[config.mk]
export PLATFORM = sky130hd
export DESIGN_NAME = decode_stage
export DESIGN_NICKNAME = d
export VERILOG_FILES = /design/src/rtl/decode_pkg.sv /design/src/rtl/main_decoder.sv /design/src/rtl/decode_stage.sv
export SDC_FILE = /design/constraint.sdc
export NUM_CORES = 1
export LEC_CHECK = 0
export ABC_CLOCK_PERIOD_IN_PS = 3500
export BUFFER_PORTS_ARGS = -buffer_cell sky130_fd_sc_hd__buf_2
export CAP_MARGIN = 20
export CORE_UTILIZATION = 40
export CTS_BUF_LIST = sky130_fd_sc_hd__clkbuf_8 sky130_fd_sc_hd__clkbuf_16
export CTS_CLUSTER_DIAMETER = 30
export DETAILED_ROUTE_END_ITERATION = 6
export GPL_ROUTABILITY_DRIVEN = 0
export GPL_TIMING_DRIVEN = 1
export PLACE_DENSITY = 0.66
export SLEW_MARGIN = 30
export SYNTH_ARGS = -nofsm -noshare
export SYNTH_HDL_FRONTEND = slang
export SYNTH_SLANG_ARGS = --single-unit
[constraint.sdc]
create_clock -name clk -period 3.5 [get_ports clk]
set_input_delay 0.175 -clock clk [delete_from_list [all_inputs] [get_ports clk]]
set_output_delay 0.175 -clock clk [all_outputs]
set_load 0.05 [all_outputs]
[src/rtl/decode_pkg.sv]
//==============================================================================
// Module      : decode_pkg
// Description : Shared opcodes, ALU/result codes, immediate kinds and the
//               ID/EX control bundle for the RV32I decode stage.
//               DECODE_ILLEGAL_EN adds the illegal flag to the bundle.
// Revision    : 1.0 - initial release
//==============================================================================
`default_nettype none

package decode_pkg;

    localparam logic [6:0] OP_LOAD   = 7'b0000011;
    localparam logic [6:0] OP_STORE  = 7'b0100011;
    localparam logic [6:0] OP_RTYPE  = 7'b0110011;
    localparam logic [6:0] OP_ITYPE  = 7'b0010011;
    localparam logic [6:0] OP_BRANCH = 7'b1100011;
    localparam logic [6:0] OP_JAL    = 7'b1101111;
    localparam logic [6:0] OP_LUI    = 7'b0110111;

    localparam logic [2:0] ALU_ADD = 3'b000;
    localparam logic [2:0] ALU_SUB = 3'b001;
    localparam logic [2:0] ALU_AND = 3'b010;
    localparam logic [2:0] ALU_OR  = 3'b011;
    localparam logic [2:0] ALU_XOR = 3'b100;
    localparam logic [2:0] ALU_SLT = 3'b101;
    localparam logic [2:0] ALU_SLL = 3'b110;
    localparam logic [2:0] ALU_SRL = 3'b111;

    localparam logic [1:0] RES_ALU = 2'b00;
    localparam logic [1:0] RES_MEM = 2'b01;
    localparam logic [1:0] RES_PC4 = 2'b10;

    localparam logic [31:0] NOP_INSTR = 32'h0000_0013;

    typedef enum logic [2:0] {
        IMM_I = 3'd0,
        IMM_S = 3'd1,
        IMM_B = 3'd2,
        IMM_J = 3'd3,
        IMM_U = 3'd4
    } imm_type_t;

    typedef struct packed {
        logic       valid;
        logic       reg_write;
        logic [1:0] result_src;
        logic       mem_write;
        logic       jump;
        logic       branch;
        logic [2:0] alu_control;
        logic       alu_src;
`ifdef DECODE_ILLEGAL_EN
        logic       illegal;
`endif
        logic [4:0] rs1;
        logic [4:0] rs2;
        logic [4:0] rd;
    } id_ex_t;

endpackage

`default_nettype wire

[src/rtl/main_decoder.sv]
//==============================================================================
// Module      : main_decoder
// Description : Combinational opcode/funct3/funct7 decoder producing the
//               control bundle, immediate kind, source usage and legality.
// Revision    : 1.0 - initial release
//==============================================================================
`default_nettype none

module main_decoder
    import decode_pkg::*;
(
    input  logic [6:0] i_opcode,
    input  logic [2:0] i_funct3,
    input  logic [6:0] i_funct7,
    output logic       o_reg_write,
    output logic [1:0] o_result_src,
    output logic       o_mem_write,
    output logic       o_jump,
    output logic       o_branch,
    output logic [2:0] o_alu_control,
    output logic       o_alu_src,
    output imm_type_t  o_imm_type,
    output logic       o_use_rs1,
    output logic       o_use_rs2,
    output logic       o_illegal
);

    logic [2:0] w_alu_f3;
    logic       w_f3_ok;
    logic       w_shift;
    logic       w_legal;

    // funct3 -> ALU op shared by R-type and I-type; 011 (sltu) is unsupported
    always_comb begin
        w_f3_ok  = 1'b1;
        w_alu_f3 = ALU_ADD;
        case (i_funct3)
            3'b000:  w_alu_f3 = ALU_ADD;
            3'b001:  w_alu_f3 = ALU_SLL;
            3'b010:  w_alu_f3 = ALU_SLT;
            3'b100:  w_alu_f3 = ALU_XOR;
            3'b101:  w_alu_f3 = ALU_SRL;
            3'b110:  w_alu_f3 = ALU_OR;
            3'b111:  w_alu_f3 = ALU_AND;
            default: w_f3_ok  = 1'b0;
        endcase
    end

    assign w_shift = (i_funct3 == 3'b001) || (i_funct3 == 3'b101);

    always_comb begin
        o_reg_write   = 1'b0;
        o_result_src  = RES_ALU;
        o_mem_write   = 1'b0;
        o_jump        = 1'b0;
        o_branch      = 1'b0;
        o_alu_control = ALU_ADD;
        o_alu_src     = 1'b0;
        o_imm_type    = IMM_I;
        o_use_rs1     = 1'b0;
        o_use_rs2     = 1'b0;
        w_legal       = 1'b0;
        case (i_opcode)
            OP_LOAD: if (i_funct3 == 3'b010) begin
                w_legal      = 1'b1;
                o_reg_write  = 1'b1;
                o_result_src = RES_MEM;
                o_alu_src    = 1'b1;
                o_use_rs1    = 1'b1;
            end
            OP_STORE: if (i_funct3 == 3'b010) begin
                w_legal     = 1'b1;
                o_mem_write = 1'b1;
                o_alu_src   = 1'b1;
                o_imm_type  = IMM_S;
                o_use_rs1   = 1'b1;
                o_use_rs2   = 1'b1;
            end
            OP_RTYPE: begin
                if (w_f3_ok && i_funct7 == 7'b0000000) begin
                    w_legal       = 1'b1;
                    o_alu_control = w_alu_f3;
                end else if (i_funct3 == 3'b000 && i_funct7 == 7'b0100000) begin
                    w_legal       = 1'b1;
                    o_alu_control = ALU_SUB;
                end
                if (w_legal) begin
                    o_reg_write = 1'b1;
                    o_use_rs1   = 1'b1;
                    o_use_rs2   = 1'b1;
                end
            end
            // funct7 only qualifies the shifts; srai is deliberately rejected
            OP_ITYPE: if (w_f3_ok && (!w_shift || i_funct7 == 7'b0000000)) begin
                w_legal       = 1'b1;
                o_reg_write   = 1'b1;
                o_alu_src     = 1'b1;
                o_alu_control = w_alu_f3;
                o_use_rs1     = 1'b1;
            end
            OP_BRANCH: if (i_funct3 == 3'b000) begin
                w_legal       = 1'b1;
                o_branch      = 1'b1;
                o_alu_control = ALU_SUB;
                o_imm_type    = IMM_B;
                o_use_rs1     = 1'b1;
                o_use_rs2     = 1'b1;
            end
            OP_JAL: begin
                w_legal      = 1'b1;
                o_jump       = 1'b1;
                o_reg_write  = 1'b1;
                o_result_src = RES_PC4;
                o_imm_type   = IMM_J;
            end
            OP_LUI: begin
                w_legal     = 1'b1;
                o_reg_write = 1'b1;
                o_alu_src   = 1'b1;
                o_imm_type  = IMM_U;
            end
            default: ;
        endcase
    end

    assign o_illegal = ~w_legal;

endmodule

`default_nettype wire

[src/rtl/decode_stage.sv]
//==============================================================================
// Module      : decode_stage
// Description : RV32I decode stage: IF/ID register, decode, immediates,
//               load-use hazard and ID/EX register. DECODE_ILLEGAL_EN adds
//               the registered illegalE output.
// Revision    : 1.0 - initial release
//==============================================================================
`default_nettype none

module decode_stage
    import decode_pkg::*;
#(
    parameter int counter_width = 32,
    parameter int word_width    = 32
) (
    input  logic                     clk,
    input  logic                     reset_N,
    input  logic [word_width-1:0]    instrF,
    input  logic [counter_width-1:0] PCF,
    input  logic [counter_width-1:0] PCPlus4F,
    input  logic                     PCSrcE,
    input  logic [word_width-1:0]    rd1D,
    input  logic [word_width-1:0]    rd2D,
    output logic [4:0]               rs1D,
    output logic [4:0]               rs2D,
    output logic                     stallF_N,
    output logic                     validE,
    output logic                     RegWriteE,
    output logic                     MemWriteE,
    output logic                     JumpE,
    output logic                     BranchE,
    output logic                     ALUSrcE,
    output logic [1:0]               ResultSrcE,
    output logic [2:0]               ALUControlE,
    output logic [word_width-1:0]    RD1E,
    output logic [word_width-1:0]    RD2E,
    output logic [word_width-1:0]    ImmExtE,
    output logic [counter_width-1:0] PCE,
    output logic [counter_width-1:0] PCPlus4E,
    output logic [4:0]               Rs1E,
    output logic [4:0]               Rs2E,
`ifdef DECODE_ILLEGAL_EN
    output logic                     illegalE,
`endif
    output logic [4:0]               RdE
);

    logic [word_width-1:0]    r_instr_d;
    logic [counter_width-1:0] r_pc_d;
    logic [counter_width-1:0] r_pc_plus4_d;
    logic                     r_valid_d;

    id_ex_t                   r_ctrl_e;
    id_ex_t                   w_ctrl_d;
    logic [word_width-1:0]    r_rd1_e;
    logic [word_width-1:0]    r_rd2_e;
    logic [word_width-1:0]    r_imm_e;
    logic [counter_width-1:0] r_pc_e;
    logic [counter_width-1:0] r_pc_plus4_e;

    logic       w_reg_write;
    logic [1:0] w_result_src;
    logic       w_mem_write;
    logic       w_jump;
    logic       w_branch;
    logic [2:0] w_alu_control;
    logic       w_alu_src;
    imm_type_t  w_imm_type;
    logic       w_use_rs1;
    logic       w_use_rs2;
    logic       w_illegal;

    logic [31:0]           w_instr;
    logic [4:0]            w_rs1_d;
    logic [4:0]            w_rs2_d;
    logic [31:0]           w_imm32;
    logic [word_width-1:0] w_imm;
    logic                  w_lw_stall;
    logic                  w_bubble;

    assign w_instr = r_instr_d[31:0];

    main_decoder u_main_decoder (
        .i_opcode      (w_instr[6:0]),
        .i_funct3      (w_instr[14:12]),
        .i_funct7      (w_instr[31:25]),
        .o_reg_write   (w_reg_write),
        .o_result_src  (w_result_src),
        .o_mem_write   (w_mem_write),
        .o_jump        (w_jump),
        .o_branch      (w_branch),
        .o_alu_control (w_alu_control),
        .o_alu_src     (w_alu_src),
        .o_imm_type    (w_imm_type),
        .o_use_rs1     (w_use_rs1),
        .o_use_rs2     (w_use_rs2),
        .o_illegal     (w_illegal)
    );

    // lui reads x0 so the ALU's add yields the bare U immediate
    assign w_rs1_d = (w_imm_type == IMM_U) ? 5'd0 : w_instr[19:15];
    assign w_rs2_d = w_instr[24:20];
    assign rs1D    = w_rs1_d;
    assign rs2D    = w_rs2_d;

    always_comb begin
        w_imm32 = {{20{w_instr[31]}}, w_instr[31:20]};
        case (w_imm_type)
            IMM_S:   w_imm32 = {{20{w_instr[31]}}, w_instr[31:25], w_instr[11:7]};
            IMM_B:   w_imm32 = {{20{w_instr[31]}}, w_instr[7], w_instr[30:25],
                                w_instr[11:8], 1'b0};
            IMM_J:   w_imm32 = {{12{w_instr[31]}}, w_instr[19:12], w_instr[20],
                                w_instr[30:21], 1'b0};
            IMM_U:   w_imm32 = {w_instr[31:12], 12'b0};
            default: w_imm32 = {{20{w_instr[31]}}, w_instr[31:20]};
        endcase
    end

    assign w_imm = word_width'(signed'(w_imm32));

    // Only sources a legal instruction actually reads can create a hazard
    assign w_lw_stall = ~PCSrcE & r_ctrl_e.valid
                      & (r_ctrl_e.result_src == RES_MEM)
                      & (r_ctrl_e.rd != 5'd0)
                      & ~w_illegal
                      & ((w_use_rs1 & (r_ctrl_e.rd == w_rs1_d)) |
                         (w_use_rs2 & (r_ctrl_e.rd == w_rs2_d)));

    assign w_bubble = PCSrcE | w_lw_stall;
    assign stallF_N = ~w_lw_stall;

    always_comb begin
        w_ctrl_d             = '0;
        w_ctrl_d.valid       = r_valid_d;
        w_ctrl_d.reg_write   = w_reg_write;
        w_ctrl_d.result_src  = w_result_src;
        w_ctrl_d.mem_write   = w_mem_write;
        w_ctrl_d.jump        = w_jump;
        w_ctrl_d.branch      = w_branch;
        w_ctrl_d.alu_control = w_alu_control;
        w_ctrl_d.alu_src     = w_alu_src;
`ifdef DECODE_ILLEGAL_EN
        w_ctrl_d.illegal     = w_illegal & r_valid_d;
`endif
        w_ctrl_d.rs1         = w_rs1_d;
        w_ctrl_d.rs2         = w_rs2_d;
        w_ctrl_d.rd          = w_instr[11:7];
    end

    always_ff @(posedge clk or negedge reset_N) begin
        if (!reset_N) begin
            r_instr_d    <= word_width'(NOP_INSTR);
            r_pc_d       <= '0;
            r_pc_plus4_d <= '0;
            r_valid_d    <= 1'b0;
        end else if (PCSrcE) begin
            r_instr_d <= word_width'(NOP_INSTR);
            r_valid_d <= 1'b0;
        end else if (!w_lw_stall) begin
            r_instr_d    <= instrF;
            r_pc_d       <= PCF;
            r_pc_plus4_d <= PCPlus4F;
            r_valid_d    <= 1'b1;
        end
    end

    always_ff @(posedge clk or negedge reset_N) begin
        if (!reset_N) begin
            r_ctrl_e     <= '0;
            r_rd1_e      <= '0;
            r_rd2_e      <= '0;
            r_imm_e      <= '0;
            r_pc_e       <= '0;
            r_pc_plus4_e <= '0;
        end else begin
            if (w_bubble) begin
                r_ctrl_e <= '0;
            end else begin
                r_ctrl_e <= w_ctrl_d;
            end
            r_rd1_e      <= rd1D;
            r_rd2_e      <= rd2D;
            r_imm_e      <= w_imm;
            r_pc_e       <= r_pc_d;
            r_pc_plus4_e <= r_pc_plus4_d;
        end
    end

    assign validE      = r_ctrl_e.valid;
    assign RegWriteE   = r_ctrl_e.reg_write;
    assign MemWriteE   = r_ctrl_e.mem_write;
    assign JumpE       = r_ctrl_e.jump;
    assign BranchE     = r_ctrl_e.branch;
    assign ALUSrcE     = r_ctrl_e.alu_src;
    assign ResultSrcE  = r_ctrl_e.result_src;
    assign ALUControlE = r_ctrl_e.alu_control;
    assign Rs1E        = r_ctrl_e.rs1;
    assign Rs2E        = r_ctrl_e.rs2;
    assign RdE         = r_ctrl_e.rd;
`ifdef DECODE_ILLEGAL_EN
    assign illegalE    = r_ctrl_e.illegal;
`endif
    assign RD1E        = r_rd1_e;
    assign RD2E        = r_rd2_e;
    assign ImmExtE     = r_imm_e;
    assign PCE         = r_pc_e;
    assign PCPlus4E    = r_pc_plus4_e;

endmodule

`default_nettype wire
==> impl_results.md, run 1 <==
- WP data required: 3320 ps
- Hold Fails Final Rpt: 0
- WL/cell: 19.48 um
- Final Cell Area: 0.01574 mm2
- CP Max Fanout: 5
- Unrepaired setup endpoints after global routing: no
- Arrival time at the worst endpoint: 2990 ps
- Drt initial violations: 628
- Synth top area cells: dfrtp_1 67%, mux2_2 6.3%, and2_1 2.6%
- Avg Inst Size Synth: 13.53 um2
- DRC: 0
- Placed insts: 1,420
- Drt total wl: 32.10 mm
- Placed cell area: 0.01256 mm2
- Initial antenna violation count: 0
- Vias in the first global route: 8,566
- CP Capture Type: primary output
- Largest area contributor in the netlist: dfrtp_1
- Synth cell types: 53
- Port bufs: 359
- Die area: 0.02670 mm2
- HPWL Detailed: 20.06 mm
- CTS tree: yes
- Synthesized cell area: 0.01042 mm2
- Max Slew Vio Count: 0
- Setup_tns: 0 ps
- R2R Path End: r_pc_d[28]
- Top-area cell type share of the netlist area: 67.25%
- Rows: 58
- Final nets: 1,440
- Yosys warning count: 0
- All-layer global routing usage: 24.00%
- Initial Util: 41.02%
- LEAKAGE: 0.007466 uW
- Clock transition at path regs: 50 ps
- Layout Area Growth over Synthesis: 51.10%
- Drt first pass iters: 5
- Die H: 163.4 um
- Die W: 163.4 um
- Power Dens Cells: 662.5 mW/mm2
- #FFs+latches synth: 283
- Clk root buf: clkbuf_16
- Register-to-Register Path Depth: 7
- HP Class: primary input to flip-flop
- Highest Clock Rate: 316.1 MHz
- Outcome: finished clean
- Tmin final: 3163 ps
- Htree depth: 2
- CP Launch Type: flip-flop
- Mapped Cells: 770
- Vias: 8,298
- Min-Delay Path Depth: 4
- Num Clock Sinks: 283
- First-pass GRT wire length: 48.42 mm
- Hold Path Origin: instrF[11]
- CTS buffer count: 50
- Most instantiated library cell after synthesis: dfrtp_1
- Share of layout cells above drive strength 1: 41.50%
- Fin crit share: 90.39%
- Synth cell count leaders: 280 x dfrtp_1, 58 x mux2_2, 44 x and2_1, 37 x o21ai_0
- Grt ovf: 0
- Worst setup path category: flip-flop to primary output
- Largest net degree at the start of global routing: 122
- Worst-case clock buffer depth: 3
- Worst slew pin tran: 707.4 ps
- Antenna diode count: 0
- Layout Cells excl Fill: 1,648
- Fillers: 1,956
- Post-synth EDFFs: 0
- # IOs: 360
- Antenna viol nets, final: 0
- Worst slew margin: 52.74%
- Via/cell ratio: 5.035
- Sequential area share after synthesis: 68.01%
- Async set or reset register ratio after synthesis: 100.0%
- Worst-Skew Late Latency: 530 ps
- R2r startpoint: r_instr_d[14]
- Most used DFF post-synth: dfrtp_1
- Final setup vio count: 0
- Peak supply drop: 497.8 uV
- Worst hold path endpoint: r_instr_d[11]
- Syn Nets: 933
- Clock skew: 18.82 ps
- Max_cap viols: 0
- Reg2Reg Setup Slack: 640 ps
- Core area: 0.02540 mm2
layout make-up:
type                       instances  area, um2  share of cell area [%]
clock buffer                      57       1359                   8.631
sequential                       283       7086                   45.01
timing repair buffer             514       3351                   21.28
inverter                           9      33.78                  0.2146
clock inverter                    36      456.7                   2.901
multi-input combinational        419       3044                   19.34
tap                              330      412.9                   2.623
through the flow:
stage	worst slack [ps]	total power (uW)	utilization, %	hold slack [ps]
detailed placement	669.7	5205	49.44	284.3
floorplan	917.0	4717	-	-120.6
CTS	335.8	10480	61.87	38.02
global route	224.4	10810	61.98	84.23
global placement	705.7	5182	49.44	283.6
finish	336.5	10430	61.98	60.20
power by group:
group          switching (uW)  internal (uW)
logic                    1080            497
registers                 175           3550
clock network            1670           3460
routing by layer:
metal / share of wire [%] / global-route usage, %
met1: 38 / 28.74
met2: 50 / 40.79
met3: 8.3 / 5.967
met4: 3.4 / 10.54
met5: 0 / 0
repair_timing:
action,CTS,global route
resized for setup,0,0
hold buffers,134,0
endpoints found under the hold margin,248,0
setup buffers,0,0
flip-flops by register name (all words and copies together) (netlist names), 2 cells and up:
name	cells
PCE	32
Rs1E	5
r_pc_plus4_d	32
RD1E	32
RD2E	32
ResultSrcE	2
ALUControlE	3
ImmExtE	32
Rs2E	5
r_pc_d	32
PCPlus4E	32
r_instr_d	32
RdE	5
how the worst max path moves through the flow:
stage                     cells after the start          to  slack [ps]     startpoint
after global routing                          7    stallF_N         220  r_instr_d[29]
after detailed placement                      7  r_pc_d[27]         670  r_instr_d[12]
after CTS                                     7    stallF_N         340  r_instr_d[29]
after global placement                        7  r_pc_d[26]         710  r_instr_d[29]
final                                         7    stallF_N         340  r_instr_d[29]
after floorplan                              10  r_pc_d[25]         920   r_instr_d[4]
critical path, stage by stage (launching register included):
cell and delay, ps:
dfrtp_1 420, nor4_1 510, nand4b_1 190, a31oi_1 500
a311o_1 250, a21oi_1 120, nand2b_1 200, buf_2 250
cell usage in the layout (no fill, tap or decap), types with 7 or more instances in the layout:
cell type	count
nor2b_1	31
dlygate4sd3_1	134
clkinvlp_4	7
buf_2	358
clkinv_2	7
buf_4	18
dfrtp_1	280
a2bb2oi_1	28
mux2_2	58
nand2_1	8
nor2_1	24
nand4_1	32
bufinv_16	9
nand3_1	33
xnor2_1	7
nor3_1	10
inv_1	13
clkbuf_16	51
a21o_1	19
a31oi_1	27
o21ai_0	37
and2_1	44
cells by family (layout without fill, tap and decap cells):
logic type,count (synthesis),after routing,share of synthesized area [%]
AO/OA/AOI/OAI,136,136,9.091
buffers and inverters,68,616,2.954
flip-flops,283,283,68.01
XOR/XNOR,9,9,0.7566
multiplexers,65,65,7.230
AND/OR/NAND/NOR,209,209,11.96
Note: power is estimated with default switching activity, not from simulation.
==> run 2, diff against run 1 <==
BUFFER_PORTS_ARGS = unset   (was -buffer_cell sky130_fd_sc_hd__buf_2)
DONT_BUFFER_PORTS = 1   (was unset)
PLACE_DENSITY = unset   (was 0.66)
==> impl_results.md, run 2 (synthesis gave the netlist of run 1 again) <==
- Die W: 163.4 um (unchanged)
- NetSw: 2898 uW (-0.67%)
- Max Slew Vio Count: 0 (unchanged)
- Fin worst setup slack: 322.6 ps (-13.92 ps)
- Core area: 0.02540 mm2 (unchanged)
- Dpl ws: 757.5 ps (+87.77 ps)
- Clock power frac: 50.6% (+1.5 points)
- Fin crit share: 90.78% (+0.40 points)
- Internal Dissipation: 7201 uW (-4.1%)
- Die H: 163.4 um (unchanged)
- HP Class: primary input to asynchronous set/reset pin
- Clock skew: 29.48 ps (+10.66 ps)
- Crit-path slowest cell: dfrtp_1
- Setup_tns: 0 ps (unchanged)
- Htree depth: 2 (unchanged)
- Drt initial violations: 641 (+2.1%)
- Antenna viol nets, final: 0 (unchanged)
- Layout Cells excl Fill: 1,306 (-21%)
- Worst slew pin tran: 813.5 ps (+106.2 ps)
- Grt ovf: 0 (unchanged)
- CTS tree: yes
- Top Family by Delay on Critical Path: simple AND/OR/NAND/NOR gates
- Cell repeated most along the worst path: buf_4
- Peak supply drop: 523.5 uV (+5.2%)
- All-layer global routing usage: 21.77% (-2.2 points)
- Clk root buf: clkbuf_16
- Vias in the first global route: 7,330 (-14%)
- Drt first pass iters: 5 (unchanged)
- Final nets: 1,095 (-24%)
- HPWL Detailed: 19.03 mm (-5.2%)
- Die area: 0.02670 mm2 (unchanged)
- DRC: 0 (unchanged)
- First-pass GRT wire length: 44.07 mm (-9.0%)
- Vias: 7,047 (-15%)
- CTS buffer count: 51 (+2.0%)
- Highest Clock Rate: 314.7 MHz (-0.44%)
- CP Launch Type: flip-flop
- Worst path depth: 9 (+2)
- Setup crit start: r_instr_d[12]
- Reg2Reg Setup Slack: 370 ps (-270 ps)
- WL/cell: 22.66 um (+16%)
- Reg area: 0.007086 mm2 (unchanged)
- Port bufs: 0 (-100%)
- CP peak stage delay: 540 ps (+30 ps)
- # IOs: 360 (unchanged)
- CP Max Fanout: 30 (+25)
- Worst-case clock buffer depth: 3 (unchanged)
- Reg power frac: 43.1% (+7.3 points)
- Failing checks: hold timing
- Unrepaired setup endpoints after global routing: no
- Rows: 58 (unchanged)
- Setup bufs post-CTS: 0 (unchanged)
- CP Capture Type: primary output
- Worst setup path category: flip-flop to primary output
- Fillers: 2,028 (+3.7%)
- Via/cell ratio: 5.396 (+7.2%)
- Num Clock Sinks: 283 (unchanged)
- Largest net degree at the start of global routing: 284 (+130%)
- Multi-input gate area: 0.003047 mm2 (about the same)
- Worst slew margin: 45.76% (-7.0 points)
- Worst-Skew Late Latency: 550 ps (+20 ps)
- Tmin final: 3177 ps (+13.92 ps)
- LEAKAGE: 0.006099 uW (-18%)
- Clock transition at path regs: 50 ps (about the same)
- CP Capture Point: stallF_N
- Resize count post-CTS: 0 (unchanged)
- Smallest hold slack: -645.5 ps (-705.7 ps)
- R2R Path End: r_instr_d[4]
- Layout Area Growth over Synthesis: 35.02%
- Buffers & Inverters on Critical Path: 3 (+2)
- Max_cap viols: 0 (unchanged)
- Outcome: finished with violations
- Hold Fails Final Rpt: 283 (+283)
- Power Dens Cells: 717.9 mW/mm2 (+8.4%)
- Drt total wl: 29.59 mm (-7.8%)
- Commonest non-fill, non-tap cell in the layout: dfrtp_1
- Register-to-Register Path Depth: 7 (unchanged)
- Combinational share of power: 6.3% (-8.8 points)
- Sw frac: 28.69% (+0.72 points)
- Cell Chain, Critical Path: or3_4 > nor4_4 > buf_4 > a31oi_2 > buf_4 > nor3_1 > a21oi_1 > nand2b_1 > buf_12
- Placed insts: 1,067 (-25%)
- Initial antenna violation count: 1 (+1)
- Final setup vio count: 0 (unchanged)
- Most frequent cells in the layout: 280 x dfrtp_1, 141 x dlygate4sd3_1, 58 x mux2_2
- Arrival time at the worst endpoint: 3000 ps (about the same)
- # hold bufs at CTS: 142 (+6.0%)
- Initial Util: 41.02% (unchanged)
- R2r startpoint: RdE[1]
- WP data required: 3320 ps (about the same)
- Share of layout cells above drive strength 1: 20.10% (-21 points)
[run 2: changes by cell type in the layout (fill, tap and decap cells not counted), moves of 3 or more]
cell | before | now
buf_2 | 358 | 1
inv_6 | 4 | 8
inv_8 | 2 | 5
buf_4 | 18 | 22
dlygate4sd3_1 | 134 | 141
clkbuf_8 | 6 | 2
clkinv_2 | 7 | 3
[run 2: final cells by class]
cell class                 instances  area share (%)
sequential                       283           50.37
multi-input combinational        419           21.66
timing repair buffer             168           11.81
clock buffer                      54           9.446
clock inverter                    42           3.522
tap                              330           2.935
inverter                           9          0.2402
antenna                            1         0.01779
[run 2: per-stage QoR]
stage / util, % / total power, uW / hold WS, ps / area, um2
6_report: 55.38 / 10100 / -645.5 / 14070
5_1_grt: 55.38 / 10440 / -681.9 / 14070
3_5_place_dp: 42.62 / 4900 / -112.9 / 10820
4_1_cts: 55.39 / 10160 / -682.9 / 14070
2_1_floorplan: - / 4717 / -120.6 / 10420
3_3_place_gp: 42.61 / 4873 / -111.4 / 10820
[run 2: worst min-delay path by stage]
stage / start / to / slack [ps] / depth (start not counted)
3_3_place_gp: reset_N / r_instr_d[26] / -110 / 0
4_1_cts: reset_N / RD2E[15] / -680 / 0
5_1_grt: reset_N / r_pc_plus4_d[28] / -680 / 0
2_1_floorplan: reset_N / ALUControlE[0] / -120 / 0
6_report: reset_N / r_instr_d[26] / -650 / 0
3_5_place_dp: reset_N / r_instr_d[30] / -110 / 0
[run 2: power groups by stage]
stage	Combinational [uW]	Clock (uW)	Sequential (uW)
after global placement	474	0	4400
after CTS	632	5170	4360
after floorplan	399	0	4320
after detailed placement	490	0	4410
final	633	5110	4360
after global routing	679	5380	4390
[run 2: metal layers]
metal | GRT usage, % | vias to the layer above | wire length (um)
met1 | 26.82 | 3559 | 11480
met3 | 4.901 | 65 | 2245
met4 | 8.326 | 0 | 912
met5 | 0 | - | 0
li1 | - | 3065 | -
met2 | 37.10 | 358 | 14960
